$ cat src/rtl/sdram_arb_pkg.sv
// rtl/sdram_arb_pkg.sv - shared types and helpers for the SDRAM port arbiter
package sdram_arb_pkg;

    localparam int DEFAULT_ADDR_W = 22;
    localparam int DEFAULT_DATA_W = 16;

    typedef enum logic {
        ST_IDLE  = 1'b0,
        ST_ISSUE = 1'b1
    } arb_state_e;

    // Minimum of one bit so a single-entry index still has a legal width.
    function automatic int clog2(input int n);
        int w;
        w = 1;
        while ((1 << w) < n) begin
            w = w + 1;
        end
        return w;
    endfunction

endpackage

$ cat src/rtl/sdram_arb_tag_fifo.sv
// rtl/sdram_arb_tag_fifo.sv - in-order FIFO of read owner indices
module sdram_arb_tag_fifo
    import sdram_arb_pkg::*;
#(
    parameter int TAG_W = 1,
    parameter int DEPTH = 8
) (
    input  logic             clk,
    input  logic             rst_n,
    input  logic             push,
    input  logic [TAG_W-1:0] push_tag,
    input  logic             pop,
    output logic [TAG_W-1:0] head,
    output logic             full,
    output logic             empty
);

    localparam int PW = clog2(DEPTH);
    localparam logic [PW:0] DEPTH_C = (PW+1)'(DEPTH);

    logic [TAG_W-1:0] mem_q [DEPTH];
    logic [PW-1:0]    wr_ptr_q, wr_ptr_d;
    logic [PW-1:0]    rd_ptr_q, rd_ptr_d;
    logic [PW:0]      count_q, count_d;
    logic             do_push, do_pop;

    assign empty = (count_q == '0);
    assign full  = (count_q == DEPTH_C);
    assign head  = mem_q[rd_ptr_q];

    // A pop frees the slot the push needs, so push is accepted even when full.
    always_comb begin
        do_pop   = pop && !empty;
        do_push  = push && (!full || do_pop);
        wr_ptr_d = do_push ? wr_ptr_q + 1'b1 : wr_ptr_q;
        rd_ptr_d = do_pop  ? rd_ptr_q + 1'b1 : rd_ptr_q;
        count_d  = count_q;
        if (do_push && !do_pop) begin
            count_d = count_q + 1'b1;
        end else if (do_pop && !do_push) begin
            count_d = count_q - 1'b1;
        end
    end

    always_ff @(posedge clk or negedge rst_n) begin
        if (!rst_n) begin
            wr_ptr_q <= '0;
            rd_ptr_q <= '0;
            count_q  <= '0;
        end else begin
            wr_ptr_q <= wr_ptr_d;
            rd_ptr_q <= rd_ptr_d;
            count_q  <= count_d;
        end
    end

    always_ff @(posedge clk) begin
        if (do_push) begin
            mem_q[wr_ptr_q] <= push_tag;
        end
    end

endmodule

$ cat src/rtl/sdram_port_arbiter.sv
// rtl/sdram_port_arbiter.sv - round-robin sharing of one SDRAM controller slave port
module sdram_port_arbiter
    import sdram_arb_pkg::*;
#(
    parameter int NUM_MASTERS = 2,
    parameter int ADDR_W      = DEFAULT_ADDR_W,
    parameter int DATA_W      = DEFAULT_DATA_W,
    parameter int MAX_PENDING = 8
) (
    input  logic                            clk_clk,
    input  logic                            reset_reset_n,
    input  logic [NUM_MASTERS*ADDR_W-1:0]   m_address,
    input  logic [NUM_MASTERS-1:0]          m_read,
    input  logic [NUM_MASTERS-1:0]          m_write,
    input  logic [NUM_MASTERS*DATA_W-1:0]   m_writedata,
    input  logic [NUM_MASTERS*DATA_W/8-1:0] m_byteenable,
    output logic [NUM_MASTERS-1:0]          m_waitrequest,
    output logic [DATA_W-1:0]               m_readdata,
    output logic [NUM_MASTERS-1:0]          m_readdatavalid,
    output logic [ADDR_W-1:0]               s_address,
    output logic                            s_read,
    output logic                            s_write,
    output logic [DATA_W-1:0]               s_writedata,
    output logic [DATA_W/8-1:0]             s_byteenable,
    input  logic                            s_waitrequest,
    input  logic [DATA_W-1:0]               s_readdata,
    input  logic                            s_readdatavalid,
    output logic                            err_rdv_unexpected
);

    localparam int BE_W = DATA_W / 8;
    localparam int OW   = clog2(NUM_MASTERS);

    arb_state_e        state_q, state_d;
    logic [OW-1:0]     rr_ptr_q, rr_ptr_d;
    logic [OW-1:0]     owner_q, owner_d;
    logic [ADDR_W-1:0] s_address_q, s_address_d;
    logic [DATA_W-1:0] s_writedata_q, s_writedata_d;
    logic [BE_W-1:0]   s_byteenable_q, s_byteenable_d;
    logic              s_read_q, s_read_d;
    logic              s_write_q, s_write_d;
    logic              err_q, err_d;

    logic [NUM_MASTERS-1:0] rd_ok, elig;
    logic                   win_found;
    logic [OW-1:0]          win_idx;
    int                     cand;
    logic                   accept;
    logic                   fifo_full, fifo_empty;
    logic [OW-1:0]          fifo_head;

    assign accept             = (state_q == ST_ISSUE) && !s_waitrequest;
    assign s_address          = s_address_q;
    assign s_read             = s_read_q;
    assign s_write            = s_write_q;
    assign s_writedata        = s_writedata_q;
    assign s_byteenable       = s_byteenable_q;
    assign m_readdata         = s_readdata;
    assign err_rdv_unexpected = err_q;

    sdram_arb_tag_fifo #(
        .TAG_W (OW),
        .DEPTH (MAX_PENDING)
    ) u_tag_fifo (
        .clk      (clk_clk),
        .rst_n    (reset_reset_n),
        .push     (accept && s_read_q),
        .push_tag (owner_q),
        .pop      (s_readdatavalid),
        .head     (fifo_head),
        .full     (fifo_full),
        .empty    (fifo_empty)
    );

    // Reads need a free tag slot; writes never touch the FIFO.
    always_comb begin
        rd_ok     = m_read & {NUM_MASTERS{~fifo_full}};
        elig      = rd_ok | m_write;
        win_found = 1'b0;
        win_idx   = '0;
        cand      = 0;
        for (int k = 0; k < NUM_MASTERS; k++) begin
            cand = int'(rr_ptr_q) + k;
            if (cand >= NUM_MASTERS) begin
                cand = cand - NUM_MASTERS;
            end
            if (!win_found && elig[cand]) begin
                win_found = 1'b1;
                win_idx   = OW'(cand);
            end
        end
    end

    always_comb begin
        state_d        = state_q;
        rr_ptr_d       = rr_ptr_q;
        owner_d        = owner_q;
        s_address_d    = s_address_q;
        s_writedata_d  = s_writedata_q;
        s_byteenable_d = s_byteenable_q;
        s_read_d       = s_read_q;
        s_write_d      = s_write_q;
        err_d          = err_q | (s_readdatavalid & fifo_empty);
        case (state_q)
            ST_IDLE: begin
                s_read_d  = 1'b0;
                s_write_d = 1'b0;
                if (win_found) begin
                    owner_d        = win_idx;
                    s_address_d    = m_address[int'(win_idx)*ADDR_W +: ADDR_W];
                    s_writedata_d  = m_writedata[int'(win_idx)*DATA_W +: DATA_W];
                    s_byteenable_d = m_byteenable[int'(win_idx)*BE_W +: BE_W];
                    s_read_d       = rd_ok[win_idx];
                    s_write_d      = ~rd_ok[win_idx] & m_write[win_idx];
                    state_d        = ST_ISSUE;
                end
            end
            ST_ISSUE: begin
                if (!s_waitrequest) begin
                    rr_ptr_d  = (owner_q == OW'(NUM_MASTERS-1)) ? '0 : owner_q + 1'b1;
                    s_read_d  = 1'b0;
                    s_write_d = 1'b0;
                    state_d   = ST_IDLE;
                end
            end
            default: state_d = ST_IDLE;
        endcase
    end

    always_ff @(posedge clk_clk or negedge reset_reset_n) begin
        if (!reset_reset_n) begin
            state_q        <= ST_IDLE;
            rr_ptr_q       <= '0;
            owner_q        <= '0;
            s_address_q    <= '0;
            s_writedata_q  <= '0;
            s_byteenable_q <= '0;
            s_read_q       <= 1'b0;
            s_write_q      <= 1'b0;
            err_q          <= 1'b0;
        end else begin
            state_q        <= state_d;
            rr_ptr_q       <= rr_ptr_d;
            owner_q        <= owner_d;
            s_address_q    <= s_address_d;
            s_writedata_q  <= s_writedata_d;
            s_byteenable_q <= s_byteenable_d;
            s_read_q       <= s_read_d;
            s_write_q      <= s_write_d;
            err_q          <= err_d;
        end
    end

    // Release and read-return strobes follow the controller with no added latency.
    always_comb begin
        m_waitrequest = '1;
        if (accept) begin
            m_waitrequest[owner_q] = 1'b0;
        end
        m_readdatavalid = '0;
        if (s_readdatavalid && !fifo_empty) begin
            m_readdatavalid[fifo_head] = 1'b1;
        end
    end

endmodule

$ cat config.mk
export PLATFORM = sky130hd
export DESIGN_NAME = sdram_port_arbiter
export DESIGN_NICKNAME = d
export VERILOG_FILES = /design/src/rtl/sdram_arb_pkg.sv /design/src/rtl/sdram_arb_tag_fifo.sv /design/src/rtl/sdram_port_arbiter.sv
export SDC_FILE = /design/constraint.sdc
export NUM_CORES = 1
export LEC_CHECK = 0
export CAP_MARGIN = 20
export CORE_ASPECT_RATIO = 1.4
export CORE_MARGIN = 4
export CORE_UTILIZATION = 25
export CTS_BUF_LIST = sky130_fd_sc_hd__clkbuf_16
export DETAILED_ROUTE_END_ITERATION = 7
export PLACE_DENSITY = 0.57
export RECOVER_POWER = 100
export SETUP_SLACK_MARGIN = 0.05
export SYNTH_ARGS = -nofsm -noshare
export SYNTH_HDL_FRONTEND = slang
export SYNTH_SLANG_ARGS = --single-unit
$ cat constraint.sdc
create_clock -name clk_clk -period 6.85 [get_ports clk_clk]
set_input_delay 2.055 -clock clk_clk [delete_from_list [all_inputs] [get_ports clk_clk]]
set_output_delay 2.055 -clock clk_clk [all_outputs]
set_load 0.02 [all_outputs]
==> results_dict.tcl, run 1 <==
set metrics [dict create \
    rsz0062_at_grt "false" \
    core_area_um2 13300 \
    io_buffers 134 \
    clock_skew_ns 0.00622 \
    synth_cell_type_count 41 \
    post-cts-setup-buffers 0 \
    drtIter0Drc 126 \
    yosys_warnings 0 \
    pwr-share-comb_pct 46.4 \
    worstSetupEndpointType "output port" \
    tightestPinTransition_ns 3.18 \
    finalSetupViolCount 0 \
    syn_inst 341 \
    start_util_pct 25.5 \
    r2r_cells 5 \
    grt.overflow.total 0 \
    fin_setup_tns_ns 0 \
    synth-edff-count 8 \
    hold-worst-slack_ns 0.465 \
    nNetsFinal 559 \
    crit_type "in -> out" \
    cp_slowest_cell "dlygate4sd3_1" \
    cp_data_arrival_time_ns 3.69 \
    power.switching_mw 0.887 \
    crit_end "m_readdatavalid[0]" \
    post_drt_wl_per_cell_um 16.0 \
    htree_levels 3 \
    p_leak_nw 1.87 \
    netlist_area_um2 3400 \
    hold_violations 0 \
    grt_pass1_wl_um 16100 \
    cp_max_fo 6 \
    seqPwrFrac_pct 31.4 \
    remaining_drc_errors 0 \
    cts_hold_buffers 0 \
    drt-total-wl_um 10200 \
    max_slew_margin_pct -112 \
    r2r_start "u_tag_fifo.count_q[0]$_DFFE_PN0P_" \
    asyncSetResetFlopFracSynth_pct 87.5 \
    dieWidth_um 107 \
    p_int_mw 1.34 \
    clkTransAtPathRegs_ns 0.05 \
    path_cells "dlygate4sd3_1 -> nand2b_1 -> nor2b_1 -> dlygate4sd3_1" \
    reg2reg_to "s_writedata[4]$_DFFE_PN0P_" \
    cts_sinks 64 \
    num_io_pins 167 \
    rrSetupSlack_ns 3.04 \
    dp_slack_ns 1.22 \
    irDropWorstVdd_mv 0.163 \
    gp_congestion 0.697 \
    p_sw_share_pct 39.9 \
    synthFlopType "dfrtp_1" \
    drt_pass1_iterations 6 \
    postSynthAreaPerCell_um2 9.96 \
    grt_pass1_vias 2962 \
    die_h_um 146 \
    synth_seq_cells 64 \
    fmax_mhz 174 \
    startpoint_type "input port" \
    period_share_pct 83.9 \
    antenna_found_initial 0 \
    cts_made_buffers 9 \
    yosysSeqAreaShare_pct 48.3 \
    die_area_um2 15500 \
    via_per_inst 4.63 \
    hold_path.class "reg -> reg" \
    tritoncts "yes" \
    clock_latency_ns 0.33 \
    drt.antenna.violating_nets 0 \
    rows 50 \
    ctsRootBufferMaster "clkbuf_16" \
    crit_start "s_readdatavalid" \
    drive_gt1_share_pct 6.61 \
    n_antenna_cell 0 \
    power.density_nw_per_um2 447 \
    cts_buffer_depth 2 \
    hpwl_um 7020 \
    period_minus_slack_ns 5.75 \
    violations "max-capacitance violations, max-slew violations" \
    clkPwrFrac_pct 22.2 \
    drv_cap 3 \
    syn_to_final_growth_pct 46.3 \
    worst_path_most_repeated_cell "dlygate4sd3_1" \
    synth_nets 451 \
    cp.required_ns 4.80 \
    maxSlewViolCount 116 \
    grt_usage_pct 13.2 \
    vias 2943 \
    status "complete, but fails checks" \
    cts_resized 0 \
    grt_max_degree 57 \
    slowest_delay_ns 0.68 \
    postLayoutSetupSlackWorst_ns 1.10 \
]
## how the worst min path moves through the flow
stage                                       startpoint                            endpoint  slack (ns)  cells past startpoint
finish                    err_rdv_unexpected$_DFF_PN0_        err_rdv_unexpected$_DFF_PN0_        0.47                      1
global route              err_rdv_unexpected$_DFF_PN0_        err_rdv_unexpected$_DFF_PN0_        0.50                      1
CTS                       err_rdv_unexpected$_DFF_PN0_        err_rdv_unexpected$_DFF_PN0_        0.47                      1
detailed placement        err_rdv_unexpected$_DFF_PN0_        err_rdv_unexpected$_DFF_PN0_        0.45                      1
global placement          err_rdv_unexpected$_DFF_PN0_        err_rdv_unexpected$_DFF_PN0_        0.45                      1
floorplan           u_tag_fifo.rd_ptr_q[2]$_DFFE_PN0P_  u_tag_fifo.rd_ptr_q[2]$_DFFE_PN0P_        0.46                      1
## through the flow
stage          cell area, um^2  utilization (%)  instances  power (mW)
3_5_place_dp              4650             34.9        619        1.82
6_report                  4970             37.3        636        2.22
2_1_floorplan             3400                -        341        1.40
5_1_grt                   4970             37.3        636        2.38
4_1_cts                   4970             37.3        635        2.33
3_3_place_gp              4650             34.9        619        1.80
## registers in the layout (all words and copies together) (netlist names)
signal,count
owner_q,1
s_address,22
u_tag_fifo.rd_ptr_q,3
u_tag_fifo.mem_q,8
s_read,1
s_writedata,16
u_tag_fifo.wr_ptr_q,3
rr_ptr_q,1
u_tag_fifo.count_q,4
err_rdv_unexpected,1
s_write,1
s_byteenable,2
state_q,1
## logic make-up (layout without fill, tap and decap cells)
| kind of cell | Yosys count | after routing | synth area share (%) |
|---|---|---|---|
| AOI/OAI and AO/OA | 97 | 97 | 17.7 |
| xor gates and xnor gates | 7 | 7 | 1.80 |
| adders and majority gates | 6 | 6 | 2.43 |
| buffers and inverters | 46 | 159 | 11.0 |
| DFF | 64 | 64 | 48.3 |
| muxes | 7 | 7 | 2.91 |
| and+or+nand+nor | 114 | 114 | 15.8 |
## power groups by stage
stage | clock [mW] | combinational, mW | sequential (mW)
global placement | 0 | 1.09 | 0.704
finish | 0.493 | 1.03 | 0.698
detailed placement | 0 | 1.11 | 0.714
floorplan | 0 | 0.556 | 0.841
CTS | 0.511 | 1.11 | 0.708
global route | 0.526 | 1.13 | 0.727
## Yosys cell counts, types with 2 or more instances
cell type	number	area share, %
edfxtp_1	8	7.1
buf_4	16	3.5
a31oi_1	40	7.4
buf_2	4	0.59
nor2_1	51	5.6
nor2b_1	2	0.37
dfrtp_1	56	41
a21o_2	2	0.52
clkbuf_8	9	3.6
nor3_1	2	0.29
ha_1	5	1.8
mux4_2	2	1.3
inv_1	4	0.44
clkbuf_1	6	0.66
nand2b_1	6	1.1
xnor2_1	5	1.3
mux2i_1	2	0.59
nand2_1	8	0.88
o31ai_1	2	0.44
a21oi_1	2	0.29
nand3_1	41	6.0
nor4_1	2	0.37
mux2_2	3	0.99
xor2_1	2	0.52
o21ai_0	21	3.1
buf_6	5	1.7
o21ai_1	21	3.1
## worst max-delay path: cells and delay by family
kind                   cells  cell delay [ns]
and+or+nand+nor            2             0.35
buffers and inverters      2             1.29
## cell type report
class                           instances  area, um^2
Clock buffer                            9         225
Fill cell                            1365        8360
Clock inverter                          7        96.3
Timing Repair Buffer                  139        1380
Multi-Input combinational cell        231        1380
Sequential cell                        64        1640
Tap cell                              182         228
Inverter                                4        15.0
## cell usage in the layout, fill, tap and decap left out, types with 3 or more instances in the layout
cell type        synthesis  routed
o21ai_0                 21      36
ha_1                     5       5
o21ai_1                 21       6
xnor2_1                  5       5
mux2_2                   3       3
a31oi_1                 40      40
nand3_1                 41      41
nand2b_1                 6       6
nand2_1                  8       8
nor2_1                  51      51
edfxtp_1                 8       8
dfrtp_1                 56      56
inv_1                    4       4
clkbuf_1                 6       3
clkdlybuf4s50_1          0      82
dlygate4sd3_1            0      51
clkbuf_16                0       9
## layer usage
layer  vias to the layer above  share of wire (%)  global-route usage [%]
li1                       1427                  -                       -
met4                         0                1.3                    4.35
met2                        96                 53                    23.7
met1                      1411                 40                    15.2
met5                         -                  0                       0
met3                         9                6.0                    3.11
Note: power is estimated with default switching activity, not from simulation.
==> inputs of run 2 (changes only) <==
==> constraint.sdc (replaced) <==
create_clock -name clk_clk -period 5.7 [get_ports clk_clk]
set_input_delay 1.71 -clock clk_clk [delete_from_list [all_inputs] [get_ports clk_clk]]
set_output_delay 1.71 -clock clk_clk [all_outputs]
set_load 0.02 [all_outputs]
==> results_dict.tcl, run 2 (synthesis results as in run 1) <==
set metrics [dict create \
    status "complete, but fails checks" \
    violations "max-capacitance violations, max-slew violations" \
    drtIter0Drc 139 \
    dieWidth_um 107 \
    drt_pass1_iterations 4 \
    cts_hold_buffers 0 \
    period_minus_slack_ns 5.06 \
    finalSetupViolCount 0 \
    rows 50 \
    p_sw_share_pct 40.1 \
    min_path_cells 1 \
    critical_path_cell_count 4 \
    clkPwrFrac_pct 22.0 \
    io_buffers 134 \
    p_leak_nw 1.88 \
    drv_cap 3 \
    ctsRootBufferMaster "clkbuf_16" \
    remaining_drc_errors 0 \
    vias 2963 \
    tritoncts "yes" \
    layout_common_cells "82 x clkdlybuf4s50_1, 56 x dfrtp_1, 51 x nor2_1, 51 x dlygate4sd3_1, 41 x nand3_1" \
    core_area_um2 13300 \
    power.density_nw_per_um2 540 \
    period_share_pct 88.8 \
    crit_buf_inv 2 \
    p_int_mw 1.61 \
    fin_cells 636 \
    post_drt_wl_per_cell_um 16.0 \
    cts_resized 0 \
    hpwl_um 7150 \
    fillers 1367 \
    hold_path.class "reg -> reg" \
    die_h_um 146 \
    drive_gt1_share_pct 6.83 \
    power.switching_mw 1.08 \
    grt.overflow.total 0 \
    seqPwrFrac_pct 31.4 \
    grt_usage_pct 13.2 \
    grt_max_degree 57 \
    crit_type "in -> out" \
    gp_congestion 0.708 \
    fin_setup_tns_ns 0 \
    startpoint_type "input port" \
    hold_violations 0 \
    cp_data_arrival_time_ns 3.35 \
    grt_pass1_vias 2988 \
    cp.required_ns 3.99 \
    worst_path_most_repeated_cell "dlygate4sd3_1" \
    die_area_um2 15500 \
    cp_slowest_cell "dlygate4sd3_1" \
    drt.antenna.violating_nets 0 \
    syn_to_final_growth_pct 46.6 \
    max_slew_margin_pct -113 \
    cts_made_buffers 9 \
    layout_commonest_cell "clkdlybuf4s50_1" \
    placed_cells 619 \
    slowest_delay_ns 0.67 \
    maxSlewViolCount 136 \
    clock_skew_ns 0.00580 \
    path_cells "dlygate4sd3_1 -> nor2b_1 -> nand2_1 -> dlygate4sd3_1" \
    htree_levels 3 \
    cts_buffer_depth 2 \
    path_delay_family "buffers and inverters" \
    clkTransAtPathRegs_ns 0.06 \
    worstSetupEndpointType "output port" \
    start_util_pct 25.5 \
    post-cts-setup-buffers 0 \
    num_io_pins 167 \
    cts_sinks 64 \
    via_per_inst 4.66 \
    rsz0062_at_grt "false" \
    clock_latency_ns 0.32 \
    antenna_found_initial 0 \
    grt_pass1_wl_um 16200 \
    fmax_mhz 198 \
    drt-total-wl_um 10200 \
    cp_max_fo 4 \
    nNetsFinal 559 \
    fin_total_pwr_mw 2.69 \
    pwr-share-comb_pct 46.6 \
    tightestPinTransition_ns 3.20 \
    n_antenna_cell 0 \
    r2r_cells 4 \
    irDropWorstVdd_mv 0.173 \
    largest_register_ffs 22 \
]
run 2: layout make-up:
| class | count | area, um^2 | area share (%) |
|---|---|---|---|
| clock buffers | 9 | 225 | 4.52 |
| clock inverters | 7 | 96.3 | 1.94 |
| repair buffers | 139 | 1380 | 27.7 |
| flip-flops and latches | 64 | 1640 | 33.0 |
| well taps | 182 | 228 | 4.57 |
| inverters | 4 | 15.0 | 0.302 |
| multi-input cells | 231 | 1390 | 28.0 |
run 2: worst reg2reg max path: cells and delay by family (launching register included):
kind / cells / cell delay (ns)
and+or+nand+nor: 2 / 0.80
AOI/OAI and AO/OA: 2 / 1.54
DFF: 1 / 0.49
run 2: path summary, 6_finish.rpt:
check	start	to	slack, ns
max	s_waitrequest	m_waitrequest[1]	0.64
min in group asynchronous	reset_reset_n	s_address[20]$_DFFE_PN0P_	2.55
min	err_rdv_unexpected$_DFF_PN0_	err_rdv_unexpected$_DFF_PN0_	0.46
min reg2reg	err_rdv_unexpected$_DFF_PN0_	err_rdv_unexpected$_DFF_PN0_	0.46
max reg2reg	u_tag_fifo.count_q[0]$_DFFE_PN0P_	s_writedata[2]$_DFFE_PN0P_	2.79
max in group asynchronous	reset_reset_n	s_writedata[3]$_DFFE_PN0P_	1.35
run 2: per-layer routing:
| metal | global-route usage [%] | wire, um | vias up | part of all wire, % |
|---|---|---|---|---|
| li1 | - | - | 1430 | - |
| met2 | 23.7 | 5390 | 112 | 53 |
| met4 | 5.12 | 200 | 0 | 2.0 |
| met5 | 0 | 0 | - | 0 |
| met3 | 2.75 | 623 | 12 | 6.1 |
| met1 | 15.3 | 3990 | 1409 | 39 |
run 2: power groups by stage:
stage | Combinational, mW | Sequential, mW | Clock [mW]
after global placement | 1.31 | 0.846 | 0
after detailed placement | 1.34 | 0.859 | 0
after floorplan | 0.668 | 1.01 | 0
after CTS | 1.34 | 0.852 | 0.614
after global routing | 1.38 | 0.877 | 0.628
final | 1.25 | 0.844 | 0.591
run 2: per-stage QoR:
stage	area [um^2]	worst slack (ns)	hold WS (ns)	utilization (%)
2_1_floorplan	3400	1.75	0.463	-
3_3_place_gp	4650	0.753	0.455	34.9
3_5_place_dp	4650	0.766	0.448	34.9
4_1_cts	4970	0.767	0.473	37.3
5_1_grt	4980	0.536	0.517	37.4
6_report	4980	0.641	0.462	37.4
==> inputs of run 3 (changes only) <==
--- a/config.mk
+++ b/config.mk
@@ -12,7 +12,6 @@
 export CTS_BUF_LIST = sky130_fd_sc_hd__clkbuf_16
 export DETAILED_ROUTE_END_ITERATION = 7
 export PLACE_DENSITY = 0.57
-export RECOVER_POWER = 100
 export SETUP_SLACK_MARGIN = 0.05
 export SYNTH_ARGS = -nofsm -noshare
 export SYNTH_HDL_FRONTEND = slang
==> results_dict.tcl, run 3 (synthesis results as in run 1) <==
set metrics [dict create \
    cts_resized 0 \
    antenna_found_initial 0 \
    hold-worst-slack_ns 0.467 \
    dr_wl_met3_um 584 \
    nNetsFinal 559 \
    max_slew_margin_pct 38.6 \
    wl_met1_um 4090 \
    fin_total_pwr_mw 2.76 \
    io_buffers 134 \
    tritoncts "yes" \
    drv_cap 0 \
    num_io_pins 167 \
    drt_pass1_iterations 4 \
    wl_met2_um 5330 \
    rsz0062_at_grt "false" \
    grt_usage_pct 13.2 \
    gp_congestion 0.708 \
    grt_pass1_wl_um 16200 \
    cp_slowest_cell "clkdlybuf4s50_1" \
    fin_cells 636 \
    layout_common_cells "133 x clkdlybuf4s50_1, 56 x dfrtp_1, 51 x nor2_1, 41 x nand3_1, 40 x a31oi_1" \
    crit_buf_inv 2 \
    hpwl_um 7150 \
    post-route-util_pct 37.4 \
    clkTransAtPathRegs_ns 0.06 \
    dieWidth_um 107 \
    remaining_drc_errors 0 \
    post-cts-setup-buffers 0 \
    tightestPinTransition_ns 0.921 \
    drive_gt1_share_pct 7.49 \
    power.density_nw_per_um2 553 \
    irDropWorstVdd_mv 0.167 \
    cp_max_fo 6 \
    htree_levels 3 \
    fmax_mhz 204 \
    clock_latency_ns 0.32 \
    top_layer "met4" \
    placed_cells 619 \
    n_antenna_cell 0 \
    clock_skew_ns 0.00577 \
    via_per_inst 4.63 \
    startpoint_type "input port" \
    worst_path_most_repeated_cell "clkdlybuf4s50_1" \
    path_cells "clkdlybuf4s50_1 -> nand2b_1 -> nor2_1 -> clkdlybuf4s50_1" \
    grt_max_degree 57 \
    hold_path.class "reg -> reg" \
    cts_made_buffers 9 \
    slowest_delay_ns 0.61 \
    worstSetupEndpointType "output port" \
    ctsRootBufferMaster "clkbuf_16" \
    die_area_um2 15500 \
    finalSetupViolCount 0 \
    layout_commonest_cell "clkdlybuf4s50_1" \
    vias 2945 \
    cts_buffer_depth 2 \
    cts_hold_buffers 0 \
    post_drt_wl_per_cell_um 16.0 \
    drt-total-wl_um 10200 \
    largest_register_ffs 22 \
    fin_setup_tns_ns 0 \
    core_area_um2 13300 \
    cp.required_ns 3.99 \
    p_leak_nw 1.89 \
    status "complete, no violations" \
    die_h_um 146 \
    grt.overflow.total 0 \
    period_minus_slack_ns 4.91 \
    period_share_pct 86.2 \
    drt.antenna.violating_nets 0 \
    hold_violations 0 \
    cp_data_arrival_time_ns 3.20 \
    rows 50 \
    maxSlewViolCount 0 \
    cts_sinks 64 \
    start_util_pct 25.5 \
    grt_pass1_vias 2988 \
    syn_to_final_growth_pct 46.8 \
    path_delay_family "buffers and inverters" \
    drtIter0Drc 111 \
    crit_type "in -> out" \
]
==> run 3: cell types whose count changed in the layout (fill, tap and decap cells not counted) <==
cell | before | now
clkdlybuf4s50_1 | 82 | 133
dlygate4sd3_1 | 51 | 0
buf_4 | 2 | 4
clkbuf_1 | 2 | 0
o31a_1 | 1 | 0
o31a_2 | 0 | 1
==> run 3: layer usage <==
layer	track usage [%]	up-vias
met2	23.7	101
met3	2.75	12
met5	0	-
met4	5.12	0
li1	-	1428
met1	15.3	1404
==> run 3: metrics by stage <==
stage / area [um^2] / setup slack, ns
2_1_floorplan: 3400 / 1.75
3_3_place_gp: 4650 / 0.753
3_5_place_dp: 4650 / 0.766
4_1_cts: 4970 / 0.767
5_1_grt: 4990 / 0.669
6_report: 4990 / 0.786
==> run 3: final timing paths <==
path | endpoint | cells past startpoint | slack, ns | startpoint
max in group asynchronous | s_writedata[6]$_DFFE_PN0P_ | 2 | 3.66 | reset_reset_n
worst min-delay path | err_rdv_unexpected$_DFF_PN0_ | 1 | 0.47 | err_rdv_unexpected$_DFF_PN0_
worst max register to register | u_tag_fifo.count_q[3]$_DFFE_PN0P_ | 9 | 2.84 | u_tag_fifo.count_q[0]$_DFFE_PN0P_
worst max-delay path | m_readdatavalid[1] | 4 | 0.79 | s_readdatavalid
min in group asynchronous | s_address[20]$_DFFE_PN0P_ | 2 | 1.54 | reset_reset_n
worst min register to register | err_rdv_unexpected$_DFF_PN0_ | 1 | 0.47 | err_rdv_unexpected$_DFF_PN0_
==> run 3: layout make-up <==
cell class	instances	area, um^2
multi-input cells	231	1400
flip-flops and latches	64	1640
repair buffers	139	1390
inverters	4	15.0
clock buffers	9	225
fillers	1366	8340
clock inverters	7	96.3
well taps	182	228
==> run 3: power by group <==
group	internal [mW]	switching [mW]
Sequential	0.681	0.169
Combinational	0.609	0.706
Clock	0.383	0.208
==> patch, RTL diff (config.mk and constraints of run 3) <==
The package constant `DEFAULT_DATA_W` goes from 16 to 32.
--- a/src/rtl/sdram_arb_pkg.sv
+++ b/src/rtl/sdram_arb_pkg.sv
@@ -4,3 +4,3 @@
     localparam int DEFAULT_ADDR_W = 22;
-    localparam int DEFAULT_DATA_W = 16;
+    localparam int DEFAULT_DATA_W = 32;
 
Interface: changed (6 resized); port bits go from 167 to 253. No check against the original RTL was run, so the function may have changed too.
==> patch against run 3 <==
- sequential cell count up 18
- setup slack better by 0.032 ns
- wire length is 43% higher
- area after synthesis rose by 25%
- cell area rose by 29%
- sequential share of layout area fell by 0.30 points
- power grew 26%
- non-clock buffer count increased by 57
==> patch: results (changes against run 3) <==
- Result of the run: complete, no violations
- Post-layout worst setup margin: 0.8184 ns (+0.03234 ns)
- The sequential element share of the synthesized area was 49.10% (+0.78 points).
- The wire length of the first global-routing pass was 22.86 mm (+41%).
- DPL Wire Length: 10.44 mm (+46%)
- The worst slew margin relative to its limit came to 55.38% (+17 points).
* Share of flip-flops with an asynchronous set or reset after synthesis: 90.24% (+2.7 points)
- The depth of the worst register-to-register path is 10 (+1).
- Worst endpoint data arrival time: 3.17 ns (-0.03 ns)
- Cell types with the highest counts after synthesis: sky130_fd_sc_hd__dfrtp_1, sky130_fd_sc_hd__nor2_1, sky130_fd_sc_hd__nand3_1
- The path with the worst hold slack has its endpoint at err_rdv_unexpected.
- The xor/xnor share of the synthesized area came to 1.439% (-0.37 points).
* Global routing usage summed across all routing layers: 14.96% (+1.7 points)
* Compound-cell area share of the yosys netlist: 18.80% (+1.1 points)
* Initial antenna violation count: 0 (unchanged)
- Met3 track demand over resource: 3.996% (+1.2 points)
- The number of instances in the synthesized netlist is 461 (+35%).
* Number of enable flip-flop cells after synthesis: 8 (unchanged)
- The share of final-layout standard cells stronger than drive strength 1 was 6.136% (-1.4 points).
- Syn Nets: 623 (+38%)
- Reported leakage power: 2.446 nW (+29%)
* Filler cell count in the final layout: 1678 (+23%)
* Met3 WL post-DR: 927 µm (+59%)
- Setup slack, reg-to-reg: 2.66 ns (-0.18 ns)
- Count of cell types in the netlist: 40 (-2.4%)
- By area the synthesized netlist is led by sky130_fd_sc_hd__dfrtp_1, sky130_fd_sc_hd__a31oi_1, sky130_fd_sc_hd__nand3_1, sky130_fd_sc_hd__o21ai_0, sky130_fd_sc_hd__nor2_1.
- Final Skew: 0.005567 ns (-0.0002028 ns)
- Share of synthesized area spent on multiplexers: 2.056% (-0.85 points)
- The count of cells along the worst hold path is 1 (unchanged).
- The post-synthesis adder-cell area fraction was 1.938% (-0.49 points).
* Length of routed wiring on met1: 5.556 mm (+36%)
- Global-route track usage on met1: 16.46% (+1.2 points)
* Insertion delay to the later sink of the worst-skew pair: 0.34 ns (+0.02 ns)
- Max reg flops: 32 (+45%)
* Placed Cells incl. Taps: 788 (+27%)
- Worst setup timing slack at the placement stage: 0.7981 ns (+0.03238 ns)
- The post-layout instance count excluding filler cells came to 806 (+27%).
- The final weighted congestion of routability-driven global placement was 0.7620 (+7.6%).
- Met2 usage in global routing: 26.41% (+2.7 points)
- The number of levels the H-tree was split into is 3 (unchanged).
* Routed wire length: 14.54 mm (+43%)
- Pin count of the biggest net entering global routing: 75 (+32%)
* Via count of the first global-routing pass: 4245 (+42%)
* Port bufs: 188 (+40%)
- Drt via density: 4.922 (+6.3%)
- The final layout net count is 760 (+36%).
- The final core utilization was 38.30% (+0.87 points).
- Largest fanout of any net on the critical path: 6 (unchanged)
- The largest voltage drop on the vdd net came to 204.1 µV (+23%).
- Met2 routed wirelength: 7.448 mm (+40%)
* Drt initial violations: 192 (+73%)
- The placed instance area came to 6070 µm² (+31%).
[patch: cell count changes in the layout (fill, tap and decap cells not counted), sizes merged, moves of 5 or more]
| cell | before | now |
|---|---|---|
| inv | 4 | 9 |
| clkdlybuf4s50 | 133 | 187 |
| a31oi | 40 | 58 |
| dfrtp | 56 | 74 |
| nor2 | 51 | 66 |
| nand3 | 41 | 59 |
| o21ai | 42 | 60 |
[patch: worst max-delay path, stage by stage]
cell,delay [ns]
sky130_fd_sc_hd__clkdlybuf4s50_1,0.52
sky130_fd_sc_hd__nand2b_1,0.18
sky130_fd_sc_hd__nor2b_1,0.15
sky130_fd_sc_hd__clkdlybuf4s50_1,0.61
[patch: power breakdown]
| group | internal [mW] | switching [mW] |
|---|---|---|
| clock | 0.348 | 0.266 |
| combinational | 0.814 | 0.973 |
| sequential | 0.874 | 0.209 |
[patch: cell type report]
class	instances	area (µm²)	area share [%]
Sequential cell	82	2092	32.62
Multi-Input combinational cell	304	1755	27.37
Timing Repair Buffer	196	1984	30.94
Inverter	5	18.77	0.2926
Clock buffer	9	225.2	3.512
Clock inverter	7	83.83	1.307
Tap cell	203	254.0	3.960
[patch: worst max-delay path by stage]
stage / from / to / cells past startpoint
4_1_cts: s_readdatavalid / m_readdatavalid[0] / 4
6_report: s_readdatavalid / m_readdatavalid[0] / 4
3_5_place_dp: s_readdatavalid / m_readdatavalid[0] / 4
2_1_floorplan: s_readdatavalid / m_readdatavalid[0] / 3
5_1_grt: s_waitrequest / m_waitrequest[1] / 4
3_3_place_gp: s_readdatavalid / m_readdatavalid[0] / 4
[patch: through the flow]
stage,hold WS (ns),power [mW]
2_1_floorplan,0.4633,2.107
3_3_place_gp,0.4419,2.859
3_5_place_dp,0.4638,2.896
4_1_cts,0.4796,3.529
5_1_grt,0.5001,3.733
6_report,0.4744,3.485
